### src/rtl/sqrt_rr_sched.sv
// rtl/sqrt_rr_sched.sv - round-robin scheduler sharing one iterative square-root core
module sqrt_rr_sched #(
    parameter int NREQ    = 4,
    parameter int WIDTH   = 8,
    parameter int TIMEOUT = 64
) (
    input  logic                     clk,
    input  logic                     reset,
    input  logic [NREQ-1:0]          req_valid,
    input  logic [NREQ*WIDTH-1:0]    req_rad,
    output logic [NREQ-1:0]          req_ready,
    output logic                     rsp_valid,
    input  logic                     rsp_ready,
    output logic [$clog2(NREQ)-1:0]  rsp_id,
    output logic [WIDTH-1:0]         rsp_root,
    output logic [WIDTH-1:0]         rsp_rem,
    output logic                     rsp_err,
    output logic                     core_start,
    output logic [WIDTH-1:0]         core_rad,
    input  logic                     core_busy,
    input  logic                     core_valid,
    input  logic [WIDTH-1:0]         core_root,
    input  logic [WIDTH-1:0]         core_rem
);

    localparam int IDW = $clog2(NREQ);
    localparam int WDW = $clog2(TIMEOUT);
    localparam logic [WDW-1:0] WD_MAX = WDW'(TIMEOUT - 1);

    typedef enum logic [1:0] {
        S_IDLE  = 2'd0,
        S_ISSUE = 2'd1,
        S_WAIT  = 2'd2,
        S_RESP  = 2'd3
    } state_t;

    state_t           state_q, state_d;
    logic [IDW-1:0]   ptr_q, ptr_d;
    logic [WIDTH-1:0] core_rad_q, core_rad_d;
    logic [IDW-1:0]   rsp_id_q, rsp_id_d;
    logic [WIDTH-1:0] rsp_root_q, rsp_root_d;
    logic [WIDTH-1:0] rsp_rem_q, rsp_rem_d;
    logic             rsp_err_q, rsp_err_d;
    logic             rsp_valid_q, rsp_valid_d;
    logic             core_start_q, core_start_d;
    logic [WDW-1:0]   wd_q, wd_d;

    logic             grant_found;
    logic [IDW-1:0]   grant_idx;
    logic [IDW-1:0]   cand;

    // Search starts one past the last winner so every requester gets a turn within NREQ grants.
    always_comb begin
        grant_found = 1'b0;
        grant_idx   = '0;
        cand        = '0;
        for (int k = 1; k <= NREQ; k++) begin
            cand = IDW'((int'(ptr_q) + k) % NREQ);
            if (!grant_found && req_valid[cand]) begin
                grant_found = 1'b1;
                grant_idx   = cand;
            end
        end
    end

    always_comb begin
        req_ready = '0;
        if (state_q == S_IDLE && grant_found) begin
            req_ready[grant_idx] = 1'b1;
        end
    end

    always_comb begin
        state_d    = state_q;
        ptr_d      = ptr_q;
        core_rad_d = core_rad_q;
        rsp_id_d   = rsp_id_q;
        rsp_root_d = rsp_root_q;
        rsp_rem_d  = rsp_rem_q;
        rsp_err_d  = rsp_err_q;
        wd_d       = wd_q;
        case (state_q)
            S_IDLE: begin
                // core_valid is deliberately not looked at here: it may be a stale result.
                if (grant_found) begin
                    state_d    = S_ISSUE;
                    ptr_d      = grant_idx;
                    rsp_id_d   = grant_idx;
                    core_rad_d = req_rad[int'(grant_idx)*WIDTH +: WIDTH];
                end
            end
            S_ISSUE: begin
                wd_d    = '0;
                state_d = S_WAIT;
            end
            S_WAIT: begin
                if (core_valid && !core_busy) begin
                    rsp_root_d = core_root;
                    rsp_rem_d  = core_rem;
                    rsp_err_d  = 1'b0;
                    state_d    = S_RESP;
                end else if (wd_q == WD_MAX) begin
                    rsp_root_d = '0;
                    rsp_rem_d  = '0;
                    rsp_err_d  = 1'b1;
                    state_d    = S_RESP;
                end else begin
                    wd_d = wd_q + 1'b1;
                end
            end
            S_RESP: begin
                if (rsp_ready) begin
                    state_d = S_IDLE;
                end
            end
            default: state_d = S_IDLE;
        endcase
        core_start_d = (state_d == S_ISSUE);
        rsp_valid_d  = (state_d == S_RESP);
    end

    always_ff @(posedge clk or posedge reset) begin
        if (reset) begin
            state_q      <= S_IDLE;
            ptr_q        <= IDW'(NREQ - 1);
            core_rad_q   <= '0;
            rsp_id_q     <= '0;
            rsp_root_q   <= '0;
            rsp_rem_q    <= '0;
            rsp_err_q    <= 1'b0;
            rsp_valid_q  <= 1'b0;
            core_start_q <= 1'b0;
            wd_q         <= '0;
        end else begin
            state_q      <= state_d;
            ptr_q        <= ptr_d;
            core_rad_q   <= core_rad_d;
            rsp_id_q     <= rsp_id_d;
            rsp_root_q   <= rsp_root_d;
            rsp_rem_q    <= rsp_rem_d;
            rsp_err_q    <= rsp_err_d;
            rsp_valid_q  <= rsp_valid_d;
            core_start_q <= core_start_d;
            wd_q         <= wd_d;
        end
    end

    assign core_start = core_start_q;
    assign core_rad   = core_rad_q;
    assign rsp_valid  = rsp_valid_q;
    assign rsp_id     = rsp_id_q;
    assign rsp_root   = rsp_root_q;
    assign rsp_rem    = rsp_rem_q;
    assign rsp_err    = rsp_err_q;

endmodule
### config.mk
export PLATFORM = sky130hd
export DESIGN_NAME = sqrt_rr_sched
export DESIGN_NICKNAME = d
export VERILOG_FILES = /design/src/rtl/sqrt_rr_sched.sv
export SDC_FILE = /design/constraint.sdc
export NUM_CORES = 1
export LEC_CHECK = 0
export BUFFER_PORTS_ARGS = -buffer_cell sky130_fd_sc_hd__buf_4
export CORE_ASPECT_RATIO = 1.75
export CORE_MARGIN = 4
export CORE_UTILIZATION = 25
export DETAILED_ROUTE_END_ITERATION = 10
export MAX_ROUTING_LAYER = met4
export PLACE_DENSITY_LB_ADDON = 0.08
export SETUP_SLACK_MARGIN = 0.02
export SYNTH_ARGS = -nofsm -noshare
export SYNTH_HDL_FRONTEND = slang
export SYNTH_SLANG_ARGS = --single-unit
### constraint.sdc
create_clock -name clk -period 2.1 [get_ports clk]
set_input_delay 0.525 -clock clk [delete_from_list [all_inputs] [get_ports clk]]
set_output_delay 0.525 -clock clk [all_outputs]
set_load 0.01 [all_outputs]
==> run_summary.xml, run 1 <==
<?xml version="1.0" encoding="UTF-8"?>
<metrics>
  <group name="timing">
    <metric name="worst_slew_margin_rel" unit="">0.546</metric>
    <metric name="post-route-period-util" unit="">1.07</metric>
    <metric name="final_max_slew_viol_count" unit="">0</metric>
    <metric name="hold_slack" unit="ns">0.258</metric>
    <metric name="setup_repair_after_global_routing_missed_its_margin" unit="">yes</metric>
    <metric name="achievable-frequency" unit="GHz">0.443</metric>
    <metric name="worst_slack" unit="ns">-0.157</metric>
    <metric name="measured_slew_at_the_worst_slew_check_pin" unit="ns">0.677</metric>
    <metric name="timing.setup.tns" unit="ns">-0.476</metric>
    <metric name="finalHoldViolations" unit="">0</metric>
    <metric name="worst_clock_skew" unit="ns">0.00712</metric>
    <metric name="period_minus_slack" unit="ns">2.26</metric>
    <metric name="finalSetupViolations" unit="">4</metric>
  </group>
  <group name="cts">
    <metric name="max-clock-path-buffers" unit="">2</metric>
    <metric name="clockRootBuffer" unit="">sky130_fd_sc_hd__clkbuf_16</metric>
    <metric name="htreeDepth" unit="">2</metric>
    <metric name="worst_skew_pair.late_latency" unit="ns">0.29</metric>
    <metric name="tritoncts_clock_tree" unit="">built</metric>
    <metric name="cts_inserted_buffers" unit="">5</metric>
    <metric name="clkTransAtPathRegs" unit="ns">0.06</metric>
    <metric name="cts_sink_count" unit="">39</metric>
    <metric name="cts_hold_buffers" unit="">0</metric>
  </group>
  <group name="final_layout">
    <metric name="layout.nets" unit="">330</metric>
    <metric name="fillCellCount" unit="">765</metric>
    <metric name="post-route-cell-area" unit="sq mm">0.00291</metric>
    <metric name="syn_to_final_growth" unit="%">55.3</metric>
    <metric name="utilization" unit="">0.400</metric>
    <metric name="n_antenna_cell" unit="">0</metric>
    <metric name="multiInputGateArea" unit="sq um">832</metric>
    <metric name="regArea" unit="sq um">978</metric>
    <metric name="drive_above_1_share" unit="">0.469</metric>
  </group>
  <group name="logic_synthesis">
    <metric name="synthMostInstantiatedCell" unit="">sky130_fd_sc_hd__dfrtp_1</metric>
    <metric name="post_synthesis_cells" unit="">167</metric>
    <metric name="syn_area_per_cell" unit="sq um">11.2</metric>
    <metric name="synth_area_leader_cell" unit="">sky130_fd_sc_hd__dfrtp_1</metric>
    <metric name="synth_enable_flop_cells" unit="">0</metric>
    <metric name="synth_cell_type_count" unit="">37</metric>
    <metric name="seq_area_frac_synth" unit="">0.521</metric>
    <metric name="ys_top_cells_by_area" unit="">sky130_fd_sc_hd__dfrtp_1 (49%), sky130_fd_sc_hd__mux2i_1 (8.5%), sky130_fd_sc_hd__a22o_1 (7.5%)</metric>
    <metric name="register_bit_count_reported_by_yosys" unit="">39</metric>
    <metric name="netlist_area" unit="sq mm">0.00188</metric>
    <metric name="synth-warning-count" unit="">0</metric>
    <metric name="ys_dominant_reg_cell" unit="">sky130_fd_sc_hd__dfrtp_1</metric>
    <metric name="ys_async_sr_fraction" unit="">1.00</metric>
    <metric name="netlist_top_cells_count" unit="">sky130_fd_sc_hd__dfrtp_1 (37), sky130_fd_sc_hd__nand2_1 (19), sky130_fd_sc_hd__a22o_1 (16), sky130_fd_sc_hd__mux2i_1 (16)</metric>
    <metric name="syn-num-nets" unit="">225</metric>
    <metric name="synth_top_area_share" unit="">0.493</metric>
  </group>
  <group name="floorplanning">
    <metric name="floorplan.die.height" unit="um">123</metric>
    <metric name="die_x" unit="um">73.5</metric>
    <metric name="top_level_ports" unit="">90</metric>
    <metric name="fp.dieArea" unit="sq mm">0.00901</metric>
    <metric name="core" unit="sq mm">0.00728</metric>
    <metric name="core.rowCount" unit="">41</metric>
    <metric name="initial_core_util" unit="">0.258</metric>
  </group>
  <group name="flow_run">
    <metric name="maxCapViolations" unit="">0</metric>
  </group>
  <group name="power">
    <metric name="standby_leakage_power" unit="nW">1.49</metric>
    <metric name="max_ir_drop_vdd" unit="mV">0.533</metric>
    <metric name="power-per-cell-area" unit="mW/mm^2">1340</metric>
  </group>
  <group name="detailed_routing">
    <metric name="average_routed_wire_per_standard_cell" unit="um">16.0</metric>
    <metric name="wirelength" unit="um">5730</metric>
    <metric name="route.antenna.remaining_nets" unit="">0</metric>
    <metric name="detail_route.first_pass.iterations" unit="">2</metric>
    <metric name="drt-vias-per-instance" unit="">4.75</metric>
    <metric name="drt_iter0_drc" unit="">61</metric>
    <metric name="drt_drc_violations_left" unit="">0</metric>
    <metric name="route.vias.total" unit="">1706</metric>
  </group>
  <group name="setup_path">
    <metric name="cp-start-kind" unit="">register</metric>
    <metric name="critical_path.max_fanout" unit="">3</metric>
    <metric name="endpoint_kind" unit="">output port</metric>
    <metric name="timing.setup.critical_path_class" unit="">reg -&gt; out</metric>
    <metric name="critPathArrivalTime" unit="ns">1.73</metric>
    <metric name="cp_data_required_time" unit="ns">1.57</metric>
  </group>
  <group name="placement">
    <metric name="place.detailed.hpwl" unit="um">4340</metric>
    <metric name="globalplace.congestion" unit="">0.731</metric>
    <metric name="numPortBuffers" unit="">89</metric>
    <metric name="dpl_cell_area" unit="sq mm">0.00271</metric>
  </group>
  <group name="global_routing">
    <metric name="number_of_antenna_violations_at_the_first_check_in_global_routing" unit="">0</metric>
    <metric name="grt_start_max_net_pins" unit="">25</metric>
    <metric name="track_usage" unit="">0.138</metric>
    <metric name="grt_pass1_vias" unit="">1836</metric>
    <metric name="sum_of_overflow_across_all_layers_after_global_routing" unit="">0</metric>
    <metric name="grt_pass1_wl" unit="um">9200</metric>
  </group>
  <group name="outcome">
    <metric name="outcome" unit="">finished, violations left</metric>
    <metric name="failed_checks" unit="">negative setup slack</metric>
  </group>
  <group name="min_path">
    <metric name="hold_path_class" unit="">in -&gt; async</metric>
  </group>
</metrics>
## state kept, by name, indices dropped and copies added (netlist names)
name / flops
core_rad: 8
core_start: 1
ptr_q: 2
rsp_err: 1
rsp_id: 2
rsp_rem: 8
rsp_root: 8
rsp_valid: 1
state_q: 2
wd_q: 6
## report_power, final
part	switching, mW	internal, mW
Sequential	0.212	1.11
Clock	0.320	0.444
Combinational	0.855	0.971
Total	1.39	2.52
## cell type report
class / count / area share
tap: 86 / 0.0369
timing repair buffer: 107 / 0.283
sequential: 39 / 0.336
clock buffer: 5 / 0.0429
multi-input combinational: 113 / 0.286
inverter: 6 / 0.00773
clock inverter: 3 / 0.00859
## per-stage QoR
step           std cells  power (mW)  setup slack, ns
2_1_floorplan        167        2.30           0.0396
5_1_grt              359        4.22           -0.241
4_1_cts              357        3.97           -0.181
6_report             359        3.91           -0.157
3_3_place_gp         348        3.11          -0.0270
3_5_place_dp         348        3.12          -0.0175
## critical path, stage by stage, from the launching register on
cell and delay [ns]:
sky130_fd_sc_hd__dfstp_2 0.55, sky130_fd_sc_hd__mux2_4 0.31, sky130_fd_sc_hd__a22oi_4 0.20, sky130_fd_sc_hd__nand2_2 0.09, sky130_fd_sc_hd__nor3_2 0.16, sky130_fd_sc_hd__buf_4 0.14
## final timing paths
path / startpoint / endpoint / slack [ns] / cells past startpoint
worst min register to register: rsp_id[0] / rsp_id[0] / 0.48 / 2
max in group asynchronous: reset / rsp_root[6] / 1.34 / 3
worst max register to register: ptr_q[1] / core_rad[4] / 0.20 / 7
min in group clk: rsp_ready / rsp_valid / 0.45 / 2
worst max-delay path: ptr_q[1] / req_ready[0] / -0.16 / 5
worst min-delay path: reset / core_rad[2] / 0.26 / 2
## per-layer routing
metal	vias to the layer above	global-route usage	wire, um
met5	-	-	0
met4	0	0.0544	124
met3	9	0.0287	338
met2	60	0.238	3230
met1	818	0.150	2040
li1	819	-	-
## layout by cell type (no fill, tap or decap), types with 2 or more instances in the layout
master	n
sky130_fd_sc_hd__a21o_1	2
sky130_fd_sc_hd__inv_1	5
sky130_fd_sc_hd__nand3_1	8
sky130_fd_sc_hd__o221ai_1	8
sky130_fd_sc_hd__clkinv_4	2
sky130_fd_sc_hd__clkbuf_16	5
sky130_fd_sc_hd__nor2_1	6
sky130_fd_sc_hd__mux2i_1	16
sky130_fd_sc_hd__o21ai_1	2
sky130_fd_sc_hd__nand2b_1	4
sky130_fd_sc_hd__o21ai_0	6
sky130_fd_sc_hd__nand2_1	17
sky130_fd_sc_hd__dfstp_2	2
sky130_fd_sc_hd__buf_6	2
sky130_fd_sc_hd__nand2_2	2
sky130_fd_sc_hd__and3_1	2
sky130_fd_sc_hd__a22o_1	16
sky130_fd_sc_hd__buf_4	104
sky130_fd_sc_hd__o211ai_1	3
sky130_fd_sc_hd__dfrtp_1	37
## cell families (layout without fill, tap and decap cells)
kind of cell / after synthesis / after routing / synth area share
buffers and inverters: 15 / 121 / 0.0520
flip-flops: 39 / 39 / 0.521
multiplexers: 18 / 18 / 0.0993
AND/OR/NAND/NOR: 46 / 46 / 0.117
adder cells (fa/ha/maj): 1 / 1 / 0.00667
XOR/XNOR: 2 / 2 / 0.00934
AO/OA/AOI/OAI: 46 / 46 / 0.195
## what timing repair did
action                                  4_1_cts  5_1_grt
gates resized for setup                       8        1
endpoints found under the setup margin        4        4
pin swaps                                     7        2
setup buffers                                 1        2
No activity file was read; power rests on OpenSTA's default activity.
==> inputs of run 2 (changes only) <==
--- a/config.mk
+++ b/config.mk
@@ -8,7 +8,7 @@
 export BUFFER_PORTS_ARGS = -buffer_cell sky130_fd_sc_hd__buf_4
 export CORE_ASPECT_RATIO = 1.75
 export CORE_MARGIN = 4
-export CORE_UTILIZATION = 25
+export CORE_UTILIZATION = 46
 export DETAILED_ROUTE_END_ITERATION = 10
 export MAX_ROUTING_LAYER = met4
 export PLACE_DENSITY_LB_ADDON = 0.08
==> run 2 against run 1 <==
The flow still finishes with violations (negative setup slack); worst hold slack improved by 0.088 ns; critical path depth rose by 1; register-to-register slack got worse by 0.02 ns; final area fell by 3.0%; die area fell by 42%; non-clock buffer count did not move; core utilization rose by 32 points; final cell count fell by 11%; wire length fell by 8.4%; count of clock-buffer cells in the layout rose by 1; critical path type unchanged; largest power group unchanged; highest routed layer unchanged.
==> run_summary.xml, run 2 (synthesis results as in run 1) <==
<?xml version="1.0" encoding="UTF-8"?>
<metrics>
  <group name="cts">
    <metric name="cts_hold_buffers" unit="">0</metric>
    <metric name="clockRootBuffer" unit="">sky130_fd_sc_hd__clkbuf_8</metric>
    <metric name="worst_skew_pair.late_latency" unit="ns">0.30</metric>
    <metric name="cts_sink_count" unit="">39</metric>
    <metric name="clkTransAtPathRegs" unit="ns">0.08</metric>
    <metric name="tritoncts_clock_tree" unit="">built</metric>
    <metric name="htreeDepth" unit="">2</metric>
    <metric name="cts_inserted_buffers" unit="">5</metric>
    <metric name="max-clock-path-buffers" unit="">2</metric>
  </group>
  <group name="setup_path">
    <metric name="critical_path.max_fanout" unit="">7</metric>
    <metric name="cp-start-kind" unit="">register</metric>
    <metric name="cp_data_required_time" unit="ns">1.57</metric>
    <metric name="endpoint_kind" unit="">output port</metric>
    <metric name="timing.setup.critical_path_class" unit="">reg -&gt; out</metric>
    <metric name="worst_r2r_startpoint" unit="">ptr_q[1]</metric>
    <metric name="critPathArrivalTime" unit="ns">1.72</metric>
    <metric name="timing.critical_path.from" unit="">ptr_q[1]</metric>
  </group>
  <group name="flow_run">
    <metric name="maxCapViolations" unit="">0</metric>
  </group>
  <group name="timing">
    <metric name="worst_slew_margin_rel" unit="">0.671</metric>
    <metric name="measured_slew_at_the_worst_slew_check_pin" unit="ns">0.493</metric>
    <metric name="finalHoldViolations" unit="">0</metric>
    <metric name="post-route-period-util" unit="">1.07</metric>
    <metric name="setup_repair_after_global_routing_missed_its_margin" unit="">yes</metric>
    <metric name="finalSetupViolations" unit="">4</metric>
    <metric name="worst_slack" unit="ns">-0.140</metric>
    <metric name="period_minus_slack" unit="ns">2.24</metric>
    <metric name="worst_clock_skew" unit="ns">0.00922</metric>
    <metric name="achievable-frequency" unit="GHz">0.446</metric>
    <metric name="final_max_slew_viol_count" unit="">0</metric>
  </group>
  <group name="placement">
    <metric name="place.detailed.hpwl" unit="um">3970</metric>
    <metric name="dpl_cell_area" unit="sq mm">0.00266</metric>
    <metric name="post-place-cells" unit="">312</metric>
    <metric name="globalplace.congestion" unit="">0.796</metric>
    <metric name="place_worst_setup_slack" unit="ns">-0.0369</metric>
    <metric name="numPortBuffers" unit="">89</metric>
  </group>
  <group name="detailed_routing">
    <metric name="drt-vias-per-instance" unit="">5.39</metric>
    <metric name="wirelength" unit="um">5250</metric>
    <metric name="route.vias.total" unit="">1731</metric>
    <metric name="route.antenna.remaining_nets" unit="">0</metric>
    <metric name="detail_route.first_pass.iterations" unit="">4</metric>
    <metric name="drt_iter0_drc" unit="">44</metric>
    <metric name="average_routed_wire_per_standard_cell" unit="um">16.4</metric>
    <metric name="drt_drc_violations_left" unit="">0</metric>
  </group>
  <group name="floorplanning">
    <metric name="floorplan.die.height" unit="um">92.5</metric>
    <metric name="fp.dieArea" unit="sq mm">0.00521</metric>
    <metric name="die_x" unit="um">56.3</metric>
    <metric name="core" unit="sq mm">0.00390</metric>
    <metric name="initial_core_util" unit="">0.481</metric>
    <metric name="core.rowCount" unit="">30</metric>
    <metric name="top_level_ports" unit="">90</metric>
  </group>
  <group name="final_layout">
    <metric name="post-route-cell-area" unit="sq mm">0.00283</metric>
    <metric name="layout.nets" unit="">330</metric>
    <metric name="commonest_non_fill_non_tap_cell_in_the_layout" unit="">sky130_fd_sc_hd__buf_4</metric>
    <metric name="utilization" unit="">0.724</metric>
    <metric name="drive_above_1_share" unit="">0.476</metric>
    <metric name="n_antenna_cell" unit="">0</metric>
    <metric name="syn_to_final_growth" unit="%">50.7</metric>
    <metric name="fin_cells" unit="">321</metric>
    <metric name="commonest_cells_after_routing_fill_and_taps_aside" unit="">sky130_fd_sc_hd__buf_4 (105), sky130_fd_sc_hd__dfrtp_1 (37), sky130_fd_sc_hd__nand2_1 (17)</metric>
  </group>
  <group name="global_routing">
    <metric name="number_of_antenna_violations_at_the_first_check_in_global_routing" unit="">0</metric>
    <metric name="sum_of_overflow_across_all_layers_after_global_routing" unit="">0</metric>
    <metric name="grt_start_max_net_pins" unit="">40</metric>
    <metric name="grt_pass1_vias" unit="">1878</metric>
    <metric name="track_usage" unit="">0.221</metric>
    <metric name="grt_pass1_wl" unit="um">8670</metric>
  </group>
  <group name="power">
    <metric name="standby_leakage_power" unit="nW">1.48</metric>
    <metric name="power-per-cell-area" unit="mW/mm^2">1340</metric>
    <metric name="power.total" unit="mW">3.80</metric>
    <metric name="max_ir_drop_vdd" unit="mV">0.802</metric>
  </group>
  <group name="outcome">
    <metric name="outcome" unit="">finished, violations left</metric>
    <metric name="failed_checks" unit="">negative setup slack</metric>
  </group>
  <group name="min_path">
    <metric name="hold_path_class" unit="">in -&gt; async</metric>
  </group>
</metrics>
run 2: worst paths after layout:
path,to,slack [ns],cells after the start
worst min-delay path,core_rad[7],0.35,3
max in group asynchronous,ptr_q[0],1.40,3
min in group clk,state_q[0],0.44,2
worst max-delay path,req_ready[0],-0.14,6
worst max register to register,core_rad[0],0.18,7
worst min register to register,rsp_id[1],0.48,2
run 2: what timing repair did:
item | 4_1_cts | 5_1_grt
pin swaps | 8 | 2
gates resized for setup | 10 | 1
setup endpoints to repair | 4 | 10
buffers inserted | 2 | 0
run 2: final cells by class:
class	instances	area [sq um]
Multi-Input combinational cell	113	838
Timing Repair Buffer	107	811
Fill cell	309	1080
Clock inverter	2	35.0
Tap cell	48	60.1
Inverter	6	22.5
Clock buffer	6	82.6
Sequential cell	39	978
run 2: routing by layer:
| layer | global-route usage | up-vias | wire (um) |
|---|---|---|---|
| li1 | - | 823 | - |
| met1 | 0.226 | 844 | 1900 |
| met2 | 0.398 | 55 | 3000 |
| met3 | 0.0488 | 9 | 246 |
| met4 | 0.0931 | 0 | 99 |
| met5 | - | - | 0 |
run 2: power breakdown:
| group | internal (mW) | switching [mW] |
|---|---|---|
| logic | 0.959 | 0.869 |
| registers | 1.11 | 0.209 |
| clock network | 0.384 | 0.272 |
| total | 2.45 | 1.35 |
run 2: through the flow:
| step | hold slack (ns) | setup TNS (ns) |
|---|---|---|
| global placement | 0.463 | -0.0277 |
| finish | 0.346 | -0.497 |
| detailed placement | 0.469 | -0.0369 |
| floorplan | 0.471 | 0 |
| CTS | 0.362 | -0.521 |
| global route | 0.398 | -0.763 |
run 2: worst max-delay path, stage by stage (launching register included):
cell,delay (ns)
sky130_fd_sc_hd__dfstp_2,0.56
sky130_fd_sc_hd__buf_6,0.13
sky130_fd_sc_hd__a21o_1,0.17
sky130_fd_sc_hd__a31oi_4,0.11
sky130_fd_sc_hd__buf_6,0.14
sky130_fd_sc_hd__nor3_2,0.17
sky130_fd_sc_hd__buf_4,0.14
==> inputs of run 3 (changes only) <==
--- a/config.mk
+++ b/config.mk
@@ -7,7 +7,6 @@
 export LEC_CHECK = 0
 export BUFFER_PORTS_ARGS = -buffer_cell sky130_fd_sc_hd__buf_4
 export CORE_ASPECT_RATIO = 1.75
-export CORE_MARGIN = 4
 export CORE_UTILIZATION = 46
 export DETAILED_ROUTE_END_ITERATION = 10
 export MAX_ROUTING_LAYER = met4
==> constraint.sdc (replaced) <==
create_clock -name clk -period 2.1 [get_ports clk]
set_input_delay 0.525 -clock clk [delete_from_list [all_inputs] [get_ports clk]]
set_output_delay 0.525 -clock clk [all_outputs]
set_load 0.1 [all_outputs]
==> run 3 against run 2 <==
The flow still finishes with violations (negative setup slack); non-clock buffer count increased by 3; core utilization grew 2.3 points; die area fell by 16%; critical path type unchanged; register-to-register slack worse by 0.09 ns; critical endpoint unchanged; flip-flop and latch count is the same; wire length is 11% lower; largest cell class unchanged; fmax is 6.5% lower.
==> run_summary.xml, run 3 (synthesis results as in run 1) <==
<?xml version="1.0" encoding="UTF-8"?>
<metrics>
  <group name="floorplanning">
    <metric name="floorplan.die.height" unit="um">86.5</metric>
    <metric name="fp.dieArea" unit="sq mm">0.00435</metric>
    <metric name="die_x" unit="um">50.3</metric>
    <metric name="core.rowCount" unit="">30</metric>
    <metric name="core" unit="sq mm">0.00390</metric>
    <metric name="initial_core_util" unit="">0.481</metric>
    <metric name="top_level_ports" unit="">90</metric>
  </group>
  <group name="placement">
    <metric name="post-place-cells" unit="">312</metric>
    <metric name="globalplace.congestion" unit="">0.857</metric>
    <metric name="place.detailed.hpwl" unit="um">3490</metric>
    <metric name="numPortBuffers" unit="">89</metric>
    <metric name="place_worst_setup_slack" unit="ns">-0.169</metric>
    <metric name="dpl_cell_area" unit="sq mm">0.00273</metric>
  </group>
  <group name="timing">
    <metric name="final_max_slew_viol_count" unit="">0</metric>
    <metric name="measured_slew_at_the_worst_slew_check_pin" unit="ns">0.485</metric>
    <metric name="finalSetupViolations" unit="">4</metric>
    <metric name="worst_slew_margin_rel" unit="">0.676</metric>
    <metric name="setup_repair_after_global_routing_missed_its_margin" unit="">yes</metric>
    <metric name="worst_slack" unit="ns">-0.295</metric>
    <metric name="worst_clock_skew" unit="ns">0.00365</metric>
    <metric name="period_minus_slack" unit="ns">2.40</metric>
    <metric name="achievable-frequency" unit="GHz">0.417</metric>
    <metric name="hold_slack" unit="ns">0.350</metric>
    <metric name="post-route-period-util" unit="">1.14</metric>
    <metric name="finalHoldViolations" unit="">0</metric>
  </group>
  <group name="setup_path">
    <metric name="critPathArrivalTime" unit="ns">1.87</metric>
    <metric name="r2r_slack" unit="ns">0.09</metric>
    <metric name="timing.rr.end" unit="">core_rad[1]</metric>
    <metric name="critical_path_depth" unit="">5</metric>
    <metric name="endpoint_kind" unit="">output port</metric>
    <metric name="reg2regPathDepth" unit="">7</metric>
    <metric name="critPathMaxStageDelay" unit="ns">0.55</metric>
    <metric name="timing.critical_path.from" unit="">ptr_q[1]</metric>
    <metric name="cp_data_required_time" unit="ns">1.57</metric>
    <metric name="cp.buffers_inverters" unit="">1</metric>
    <metric name="timing.critical_path.max_delay_family" unit="">flip-flops</metric>
    <metric name="cp-start-kind" unit="">register</metric>
    <metric name="critPathSlowestCell" unit="">sky130_fd_sc_hd__dfstp_2</metric>
    <metric name="timing.setup.critical_path_class" unit="">reg -&gt; out</metric>
    <metric name="cp-endpoint" unit="">req_ready[0]</metric>
    <metric name="worstPathCellList" unit="">mux2_4 -&gt; a22oi_4 -&gt; nand2_4 -&gt; nor3_4 -&gt; buf_12</metric>
    <metric name="critical_path.max_fanout" unit="">4</metric>
    <metric name="worst_r2r_startpoint" unit="">ptr_q[1]</metric>
  </group>
  <group name="final_layout">
    <metric name="layout.nets" unit="">333</metric>
    <metric name="commonest_cells_after_routing_fill_and_taps_aside" unit="">sky130_fd_sc_hd__buf_4 (104), sky130_fd_sc_hd__dfrtp_1 (37), sky130_fd_sc_hd__nand2_1 (17)</metric>
    <metric name="n_antenna_cell" unit="">0</metric>
    <metric name="syn_to_final_growth" unit="%">55.5</metric>
    <metric name="post-route-cell-area" unit="sq mm">0.00292</metric>
    <metric name="commonest_non_fill_non_tap_cell_in_the_layout" unit="">sky130_fd_sc_hd__buf_4</metric>
    <metric name="fin_cells" unit="">324</metric>
    <metric name="drive_above_1_share" unit="">0.475</metric>
  </group>
  <group name="cts">
    <metric name="cts_hold_buffers" unit="">0</metric>
    <metric name="cts_inserted_buffers" unit="">5</metric>
    <metric name="cts_sink_count" unit="">39</metric>
    <metric name="htreeDepth" unit="">2</metric>
    <metric name="worst_skew_pair.late_latency" unit="ns">0.28</metric>
    <metric name="clkTransAtPathRegs" unit="ns">0.07</metric>
    <metric name="tritoncts_clock_tree" unit="">built</metric>
    <metric name="max-clock-path-buffers" unit="">2</metric>
    <metric name="clockRootBuffer" unit="">sky130_fd_sc_hd__clkbuf_8</metric>
  </group>
  <group name="global_routing">
    <metric name="grt_start_max_net_pins" unit="">40</metric>
    <metric name="sum_of_overflow_across_all_layers_after_global_routing" unit="">0</metric>
    <metric name="grt_pass1_vias" unit="">1744</metric>
    <metric name="grt_pass1_wl" unit="um">7830</metric>
    <metric name="track_usage" unit="">0.243</metric>
    <metric name="number_of_antenna_violations_at_the_first_check_in_global_routing" unit="">0</metric>
  </group>
  <group name="detailed_routing">
    <metric name="average_routed_wire_per_standard_cell" unit="um">14.4</metric>
    <metric name="route.antenna.remaining_nets" unit="">0</metric>
    <metric name="drt_iter0_drc" unit="">55</metric>
    <metric name="wirelength" unit="um">4680</metric>
    <metric name="route.vias.total" unit="">1718</metric>
    <metric name="drt-vias-per-instance" unit="">5.30</metric>
    <metric name="detail_route.first_pass.iterations" unit="">4</metric>
    <metric name="drt_drc_violations_left" unit="">0</metric>
  </group>
  <group name="min_path">
    <metric name="hold_path_class" unit="">in -&gt; async</metric>
  </group>
  <group name="outcome">
    <metric name="failed_checks" unit="">negative setup slack</metric>
    <metric name="outcome" unit="">finished, violations left</metric>
  </group>
  <group name="flow_run">
    <metric name="maxCapViolations" unit="">0</metric>
  </group>
</metrics>
-- run 3: final cells by class --
| cell class | instances | area [sq um] |
|---|---|---|
| tap | 48 | 60.1 |
| multi-input combinational | 113 | 888 |
| sequential | 39 | 978 |
| clock inverter | 1 | 5.00 |
| fill | 314 | 986 |
| clock buffer | 7 | 76.3 |
| timing repair buffer | 110 | 887 |
| inverter | 6 | 22.5 |
-- run 3: what timing repair did --
item | 4_1_cts | 5_1_grt
pin swaps | 2 | 3
setup buffers | 2 | 2
setup endpoints to repair | 4 | 12
gates resized for setup | 13 | 6
-- run 3: how the worst min path moves through the flow --
stage | to | start | cells past startpoint | slack [ns]
5_1_grt | core_start | reset | 3 | 0.41
6_report | rsp_id[1] | reset | 3 | 0.35
3_5_place_dp | rsp_id[1] | rsp_id[1] | 2 | 0.46
2_1_floorplan | wd_q[2] | wd_q[2] | 1 | 0.47
4_1_cts | core_start | reset | 3 | 0.37
3_3_place_gp | rsp_id[0] | rsp_id[0] | 2 | 0.46
-- run 3: tightest hold or removal path, delay by kind of cell --
| family | cells | cell delay [ns] |
|---|---|---|
| buffers and inverters | 3 | 0.56 |
-- run 3: metrics by stage --
stage | TNS, ns | utilization
2_1_floorplan | -1.12 | -
3_3_place_gp | -0.375 | 0.699
3_5_place_dp | -0.494 | 0.699
4_1_cts | -0.944 | 0.738
5_1_grt | -1.21 | 0.747
6_report | -0.958 | 0.747
-- run 3: layer usage --
layer  vias up  share of wire  GRT usage
li1        825              -          -
met4         0          0.013     0.0831
met1       835           0.37      0.269
met5         -              0          -
met2        51           0.58      0.429
met3         7          0.039     0.0439
Power of run 3 is not shown: default switching activity piles up to over one toggle a cycle in this logic, so the estimate is an artifact.
